`src/rtl/zx_spi_pkg.sv`:
```
// Shared definitions for the SPI bus arbiter: sequencer state encoding,
// default transfer length and the counter sizing helper.
package zx_spi_pkg;

  // Default number of engine clock-enable ticks per byte transfer.
  localparam int SPI_CYCLES_DEFAULT = 16;

  // Sequencer states (plain constants so older tools can consume them).
  localparam logic [1:0] ST_IDLE  = 2'd0;
  localparam logic [1:0] ST_START = 2'd1;
  localparam logic [1:0] ST_BUSY  = 2'd2;
  localparam logic [1:0] ST_DONE  = 2'd3;

  typedef logic [1:0] spi_state_t;

  // Tick counter width: just wide enough to hold CYCLES-1 without wrapping.
  function automatic int spi_cnt_width(input int cycles);
    return (cycles > 1) ? $clog2(cycles) : 1;
  endfunction

endpackage

```
`src/rtl/spi_rr.sv`:
```
// Two-way round-robin grant: with both requesters contending, the one that
// was not served last wins; with a single contender, that contender wins.
module spi_rr (
  input  logic [1:0] i_req,     // bit 0 = requester A, bit 1 = requester B
  input  logic       i_last,    // requester served most recently (0=A, 1=B)
  output logic       o_winner   // 0=A, 1=B; meaningless when i_req is zero
);

  assign o_winner = (i_req == 2'b11) ? ~i_last : i_req[1];

endmodule

```
`src/rtl/spi_arbiter.sv`:
```
// Shares one external SPI byte engine between requester A (CPU port path)
// and requester B (loader). The owner keeps the bus, and the card chip
// select, until it idles with its cs high and its req low.
module spi_arbiter
  import zx_spi_pkg::*;
#(
  parameter int CYCLES = SPI_CYCLES_DEFAULT,
  parameter bit FIRST  = 1'b0
) (
  input  logic       clock,
  input  logic       reset,
  input  logic       cen,
  input  logic       reqA,
  input  logic       reqB,
  input  logic       csA,
  input  logic       csB,
  input  logic [7:0] dA,
  input  logic [7:0] dB,
  output logic       ackA,
  output logic       ackB,
  output logic [7:0] q,
  output logic       io,
  output logic [7:0] spiD,
  input  logic [7:0] spiQ,
  output logic       cs
);

  localparam int             CW       = spi_cnt_width(CYCLES);
  localparam logic [CW-1:0] CNT_LAST = CW'(CYCLES - 1);

  spi_state_t    r_state;
  logic          r_owned;
  logic          r_who;
  logic          r_last;
  logic [CW-1:0] r_cnt;
  logic          r_io;
  logic          r_cs;
  logic          r_ack_a;
  logic          r_ack_b;
  logic [7:0]    r_q;
  logic [7:0]    r_spid;

  logic          w_own_req;
  logic          w_own_cs;
  logic [7:0]    w_own_d;
  logic [1:0]    w_contend;
  logic          w_winner;
  logic          w_idle;
  logic          w_grant;
  logic          w_release;
  logic          w_start;
  logic          w_done;

  // Owner's view of the request interface; the other requester is ignored.
  assign w_own_req = r_who ? reqB : reqA;
  assign w_own_cs  = r_who ? csB  : csA;
  assign w_own_d   = r_who ? dB   : dA;

  // A requester contends as soon as it asks for a byte or pulls its cs low.
  assign w_contend = {reqB | ~csB, reqA | ~csA};

  assign w_idle    = (r_state == ST_IDLE);
  assign w_grant   = w_idle & ~r_owned & (|w_contend);
  assign w_release = w_idle &  r_owned & ~w_own_req & w_own_cs;
  assign w_start   = w_idle &  r_owned &  w_own_req;
  assign w_done    = (r_state == ST_DONE);

  spi_rr u_rr (
    .i_req    (w_contend),
    .i_last   (r_last),
    .o_winner (w_winner)
  );

  // Ownership changes only between transfers: grant when free, release when the owner is finished.
  always_ff @(posedge clock or negedge reset) begin
    if (!reset) begin
      r_owned <= 1'b0;
      r_who   <= FIRST;
    end else if (w_grant) begin
      r_owned <= 1'b1;
      r_who   <= w_winner;
    end else if (w_release) begin
      r_owned <= 1'b0;
    end
  end

  // Transfer sequencer: strobe the engine, then count cen ticks until the byte is done.
  always_ff @(posedge clock or negedge reset) begin
    if (!reset) begin
      r_state <= ST_IDLE;
      r_io    <= 1'b0;
      r_cnt   <= '0;
    end else begin
      case (r_state)
        ST_IDLE: begin
          if (w_start) begin
            r_state <= ST_START;
            r_io    <= 1'b1;
          end
        end
        ST_START: begin
          // A tick arriving on the IDLE->START edge is not seen here, so it never counts.
          if (cen) begin
            r_state <= ST_BUSY;
            r_io    <= 1'b0;
            r_cnt   <= '0;
          end
        end
        ST_BUSY: begin
          if (cen) begin
            if (r_cnt == CNT_LAST) begin
              r_state <= ST_DONE;
              r_cnt   <= '0;
            end else begin
              r_cnt <= r_cnt + CW'(1);
            end
          end
        end
        default: begin
          r_state <= ST_IDLE;
        end
      endcase
    end
  end

  // Byte datapath and completion pulse; q and ack update together so q is valid with ack.
  always_ff @(posedge clock or negedge reset) begin
    if (!reset) begin
      r_spid  <= 8'hFF;
      r_q     <= 8'hFF;
      r_ack_a <= 1'b0;
      r_ack_b <= 1'b0;
      r_last  <= ~FIRST;
    end else begin
      r_ack_a <= w_done & ~r_who;
      r_ack_b <= w_done &  r_who;
      if (w_start) begin
        r_spid <= w_own_d;
      end
      if (w_done) begin
        r_q    <= spiQ;
        r_last <= r_who;
      end
    end
  end

  // Card chip select follows the owner's cs one clock late and idles high when unowned.
  always_ff @(posedge clock or negedge reset) begin
    if (!reset) begin
      r_cs <= 1'b1;
    end else begin
      r_cs <= r_owned ? w_own_cs : 1'b1;
    end
  end

  assign ackA = r_ack_a;
  assign ackB = r_ack_b;
  assign q    = r_q;
  assign io   = r_io;
  assign spiD = r_spid;
  assign cs   = r_cs;

endmodule

```
`config.mk`:
```
export PLATFORM = sky130hd
export DESIGN_NAME = spi_arbiter
export DESIGN_NICKNAME = d
export VERILOG_FILES = /design/src/rtl/zx_spi_pkg.sv /design/src/rtl/spi_rr.sv /design/src/rtl/spi_arbiter.sv
export SDC_FILE = /design/constraint.sdc
export NUM_CORES = 1
export LEC_CHECK = 0
export ABC_CLOCK_PERIOD_IN_PS = 2200
export CAP_MARGIN = 20
export CORE_UTILIZATION = 44
export CTS_CLUSTER_SIZE = 30
export DETAILED_ROUTE_END_ITERATION = 8
export GPL_ROUTABILITY_DRIVEN = 0
export PLACE_DENSITY = 0.79
export SLEW_MARGIN = 25
export SYNTH_ARGS = -nofsm -noshare
export SYNTH_HDL_FRONTEND = slang
export SYNTH_SLANG_ARGS = --single-unit
```
`constraint.sdc`:
```
create_clock -name clock -period 2.2 [get_ports clock]
set_input_delay 0.22 -clock clock [delete_from_list [all_inputs] [get_ports clock]]
set_output_delay 0.22 -clock clock [all_outputs]
set_load 0.02 [all_outputs]
```
# ---- After elaboration in Yosys (flattened, before gate mapping)
# Cells that the tools add are included.
dict set report word_totals {
  elab_cells 64
  output_inout_bits 20
  register_bits 29
  inputBits 31
}
dict set report op_classes {
  bitwise 16
  reduce_logical 8
  n_eq_ne 9
  mux 19
  n_addsub 1
}
# cell count
set op_table {}
lappend op_table {{$mux 4} 3}
lappend op_table {{$and 1x1->1} 8}
lappend op_table {{$mux 1} 8}
lappend op_table {{$mux 2} 4}
lappend op_table {{$mux 8} 1}
lappend op_table {{$pmux 4 s2} 1}
lappend op_table {{$eq 2x2->1 const B} 3}
lappend op_table {{$ne 2x2->1 const B} 3}
lappend op_table {{$not 1->1} 6}
lappend op_table {{$pmux 2 s3} 1}
lappend op_table {{$reduce_and 3->1} 2}
lappend op_table {{$reduce_bool 2->1} 3}
lappend op_table {{$add 4x1->4 const B} 1}
lappend op_table {{$eq 4x4->1 const B} 1}
lappend op_table {{$reduce_and 4->1} 1}
lappend op_table {{$eq 2x1->1 const B} 1}
lappend op_table {{$logic_not 2->1} 1}
lappend op_table {{$ne 2x1->1 const B} 1}
lappend op_table {{$or 1x1->1} 2}
lappend op_table {{$pmux 1 s2} 1}
lappend op_table {{$reduce_or 2->1} 1}

# ---- Depth between registers and ports, before layout
dict set report depth {
  depth_word 6
  depth_mapped 8
}

# ---- Modules after synthesis
# From an unflattened synthesis, not the netlist that was laid out.
dict set report unflattened {
  cells_unflattened 117
  hier_area_um2 1415.1
}
# mod cells_each instances area_per_inst_um2 seq_area_each_um2
set modules_own_cells {}
lappend modules_own_cells {spi_arbiter 116 1 1403.8 748.2}
lappend modules_own_cells {spi_rr 1 1 11.3 0.0}

# ---- Worst setup path after synthesis
# Ideal clock, no wire load.
dict set report synth_path {
  path_kind {register to register}
  startpoint {register r_state[0]}
  endpoint {register r_state[1]}
  slack_ns 0.489
  required_time_ns 2.075
  setup_ns 0.125
  period_less_slack_ns 1.711
  path_buffers 1
  arrival_time_ns 1.586
  stages_incl_launch_ff 8
  path_cell_list {dfrtp_1 -> inv_1 -> ha_1 -> buf_6 -> o21ba_1 -> a21o_1 -> o21ba_4 -> mux2_4}
}
dict set report synth_between {
  elab_chain_cells 5
  elab_cells_between_ends 11
  classes_between {eq/ne: 6; mux: 1; bitwise: 2; reduce/logical: 2}
}
# item line_no
set synth_rtl {}
lappend synth_rtl {{start: declaration} spi_arbiter.sv:31} ;# spi_state_t r_state;
lappend synth_rtl {{start signal: assignment} spi_arbiter.sv:90} ;# r_state <= ST_IDLE;
lappend synth_rtl {{start signal: assignment} spi_arbiter.sv:97} ;# r_state <= ST_START;
lappend synth_rtl {{start signal: assignment} spi_arbiter.sv:104} ;# r_state <= ST_BUSY;
lappend synth_rtl {{$logic_not 2->1} {spi_arbiter.sv:62, spi_arbiter.sv:94}}
lappend synth_rtl {{$and 1x1->1 (2 in a row)} spi_arbiter.sv:65} ;# assign w_start = w_idle & r_owned & w_own_req;
lappend synth_rtl {{$ne 2x1->1 (no source line)} --}
lappend synth_rtl {{$reduce_and 4->1 (no source line)} --}
# Several ways; a longest one is shown, not always the timed one.
# A chain may end at the register's enable or synchronous reset.

# ---- Worst setup path after layout
# Same ends and word-level chain as after synthesis.

==> results_dict.tcl <==
set metrics [dict create \
    postLayoutCellArea_mm2 0.00199 \
    ff2ff_setup_slack_ns 0.41 \
    yosys_warnings 0 \
    max_freq_mhz 560 \
    syn-num-nets 152 \
    synth_top_area_cell "dfstp_2" \
    endpoint "r_state[1]" \
    power_density_mw_per_mm2 1430 \
    required_ns 2.41 \
    utilization_pct 65.3 \
    fp.dieW_um 58.7 \
    worst_pin_slew_ns 0.515 \
    hpwl_um 2150 \
    grt_setup_unrepaired "false" \
    slew_violations 0 \
    wl_per_cell_um 13.3 \
    reg2reg_depth 6 \
    initial_core_util_pct 46.4 \
    synth_cell_types 27 \
    cts_buffer_depth 2 \
    leakage_nw 0.844 \
    dp.cells 207 \
    path_clk_slew_ns 0.09 \
    n_antenna_cell 0 \
    overflow 0 \
    die_h_um 58.7 \
    placed_cell_area_mm2 0.00194 \
    startpoint "r_state[0]" \
    cts_post_setup_buffers_inserted 0 \
    max_stage_delay_ns 0.38 \
    drc 0 \
    rr_startpoint "r_state[0]" \
    ys_top_cells_by_count "dfstp_2 (18), mux2i_1 (12), dfrtp_1 (11), nor2_1 (10), mux2_2 (9)" \
    critical_path_buf_inv_count 1 \
    grtUsageTotal_pct 18.0 \
    numCtsBuffers 5 \
    insertion_delay_ns 0.32 \
    top_level_ports 51 \
    critical_path_class "reg2reg" \
    drt_pass1_iterations 4 \
    drt_wl_total_um 2850 \
    post_cts_resize_count 0 \
    hold_class "in2async" \
    syn_to_final_growth_pct 40.8 \
    critPathTopFamily "compound AO/OA/AOI/OAI gates" \
    ys_async_sr_fraction_pct 100 \
    fin_skew_ns 0.00635 \
    vdd_drop_max_v 0.000695 \
    drt_iter0_drc 42 \
    cp_slowest_cell "dfrtp_1" \
    fin_crit_ns 1.79 \
    arrival_ns 2.00 \
    synthTopCellsByArea "dfstp_2 (33%), dfrtp_1 (19%), mux2i_1 (8.5%), mux2_2 (7.2%), ha_1 (4.4%)" \
    relSlewSlack_pct 65.6 \
    yosysTopAreaCellShare_pct 33.4 \
    fin_crit_sh_pct 81.2 \
    total_power_mw 2.86 \
    cts_root_buf "clkbuf_4" \
    rows 20 \
    yosysMostFrequentCell "dfstp_2" \
    crit_path_end_kind "register" \
    cp-start-kind "register" \
    drive_gt1_share_pct 25.7 \
    first_global_vias 1001 \
    yosys_most_used_dff "dfstp_2" \
    cap_violations 0 \
    design.core.area_mm2 0.00305 \
    dieArea_mm2 0.00345 \
    synth_seq_area_share_pct 52.9 \
    finalNonFillerCells 215 \
    vias_per_cell 4.86 \
    antenna_found_initial 0 \
    grt_max_degree 30 \
    synth_seq_cells 29 \
    tritoncts "done" \
    status "finished, final reports clean" \
    reg2reg_to "r_state[1]" \
    fin_tns_setup_ns 0 \
    port_buffers 50 \
    clock-sinks 29 \
    syn_inst 116 \
    avgSynthCellArea_um2 12.2 \
    synth_edf_count 0 \
    num_vias 1044 \
    syn_area_mm2 0.00142 \
    h-tree-depth 2 \
    hold_viol_final 0 \
    path_cells "inv_1, ha_1, o21ba_1, a21o_1, o21ba_4, mux2_4" \
    nNetsFinal 206 \
    ant_nets 0 \
    finalSetupViolCount 0 \
    grt_first_pass_wirelength_um 4530 \
    ctsHoldBuffers 0 \
    cp_max_fo 8 \
    cp.depth 6 \
]
registers in the layout (all words and copies together), names as in the netlist:
| register | flops |
|---|---|
| ackA | 1 |
| ackB | 1 |
| cs | 1 |
| io | 1 |
| q | 8 |
| r_cnt | 4 |
| r_last | 1 |
| r_owned | 1 |
| r_state | 2 |
| r_who | 1 |
| spiD | 8 |
worst min-delay path by stage:
stage	to	slack [ns]	cells after the start
6_report	ackA	0.27	2
5_1_grt	r_cnt[3]	0.29	2
4_1_cts	r_state[0]	0.26	2
3_5_place_dp	cs	0.46	1
3_3_place_gp	cs	0.46	1
2_1_floorplan	ackA	-0.08	0
metrics by stage:
stage	hold slack, ns	worst slack, ns
after floorplan	-0.0756	0.489
after global placement	0.458	0.445
after detailed placement	0.465	0.391
after CTS	0.258	0.392
after global routing	0.291	0.319
final	0.272	0.413
area by class of cell:
type | count | area [µm²]
clock buffer | 6 | 41.3
inverter | 3 | 11.3
sequential | 29 | 748
tap | 44 | 55.1
clock inverter | 2 | 10.0
timing repair buffer | 53 | 523
multi-input combinational | 78 | 604
fill | 243 | 1060
cell usage in the layout (no fill, tap or decap), drive strengths merged:
cell type,count
buf,3
and2,1
mux2,10
clkdlybuf4s50,50
nand2b,3
inv,3
a32o,3
clkbuf,6
nand3,3
o2bb2ai,1
a21oi,10
nor2,11
nand2,7
mux2i,12
dfstp,18
o32ai,1
clkinv,2
a21o,2
dfrtp,11
ha,5
a22o,1
o21ba,2
o21ai,5
nor2b,1
per-layer routing:
metal	GRT usage, %	up-vias	wire (µm)
li1	-	515	-
met1	21.7	495	1210
met2	30.0	30	1480
met3	5.71	4	128
met4	7.14	0	33
met5	0	-	0
power by group:
part | internal [mW] | switching, mW | leakage, nW
Clock | 0.121 | 0.184 | 0.0320
Sequential | 0.907 | 0.162 | 0.324
Combinational | 0.777 | 0.705 | 0.489
Total | 1.81 | 1.05 | 0.844
cell families (layout without fill, tap and decap cells):
group / after synthesis / count (layout) / synth area share [%]
AND/OR/NAND/NOR: 26 / 26 / 8.22
AO/OA/AOI/OAI: 25 / 25 / 13.4
adder cells (fa/ha/maj): 5 / 5 / 4.42
multiplexers: 22 / 22 / 16.7
buffers and inverters: 9 / 64 / 4.42
flip-flops: 29 / 29 / 52.9
Note: power is estimated with default switching activity, not from simulation.
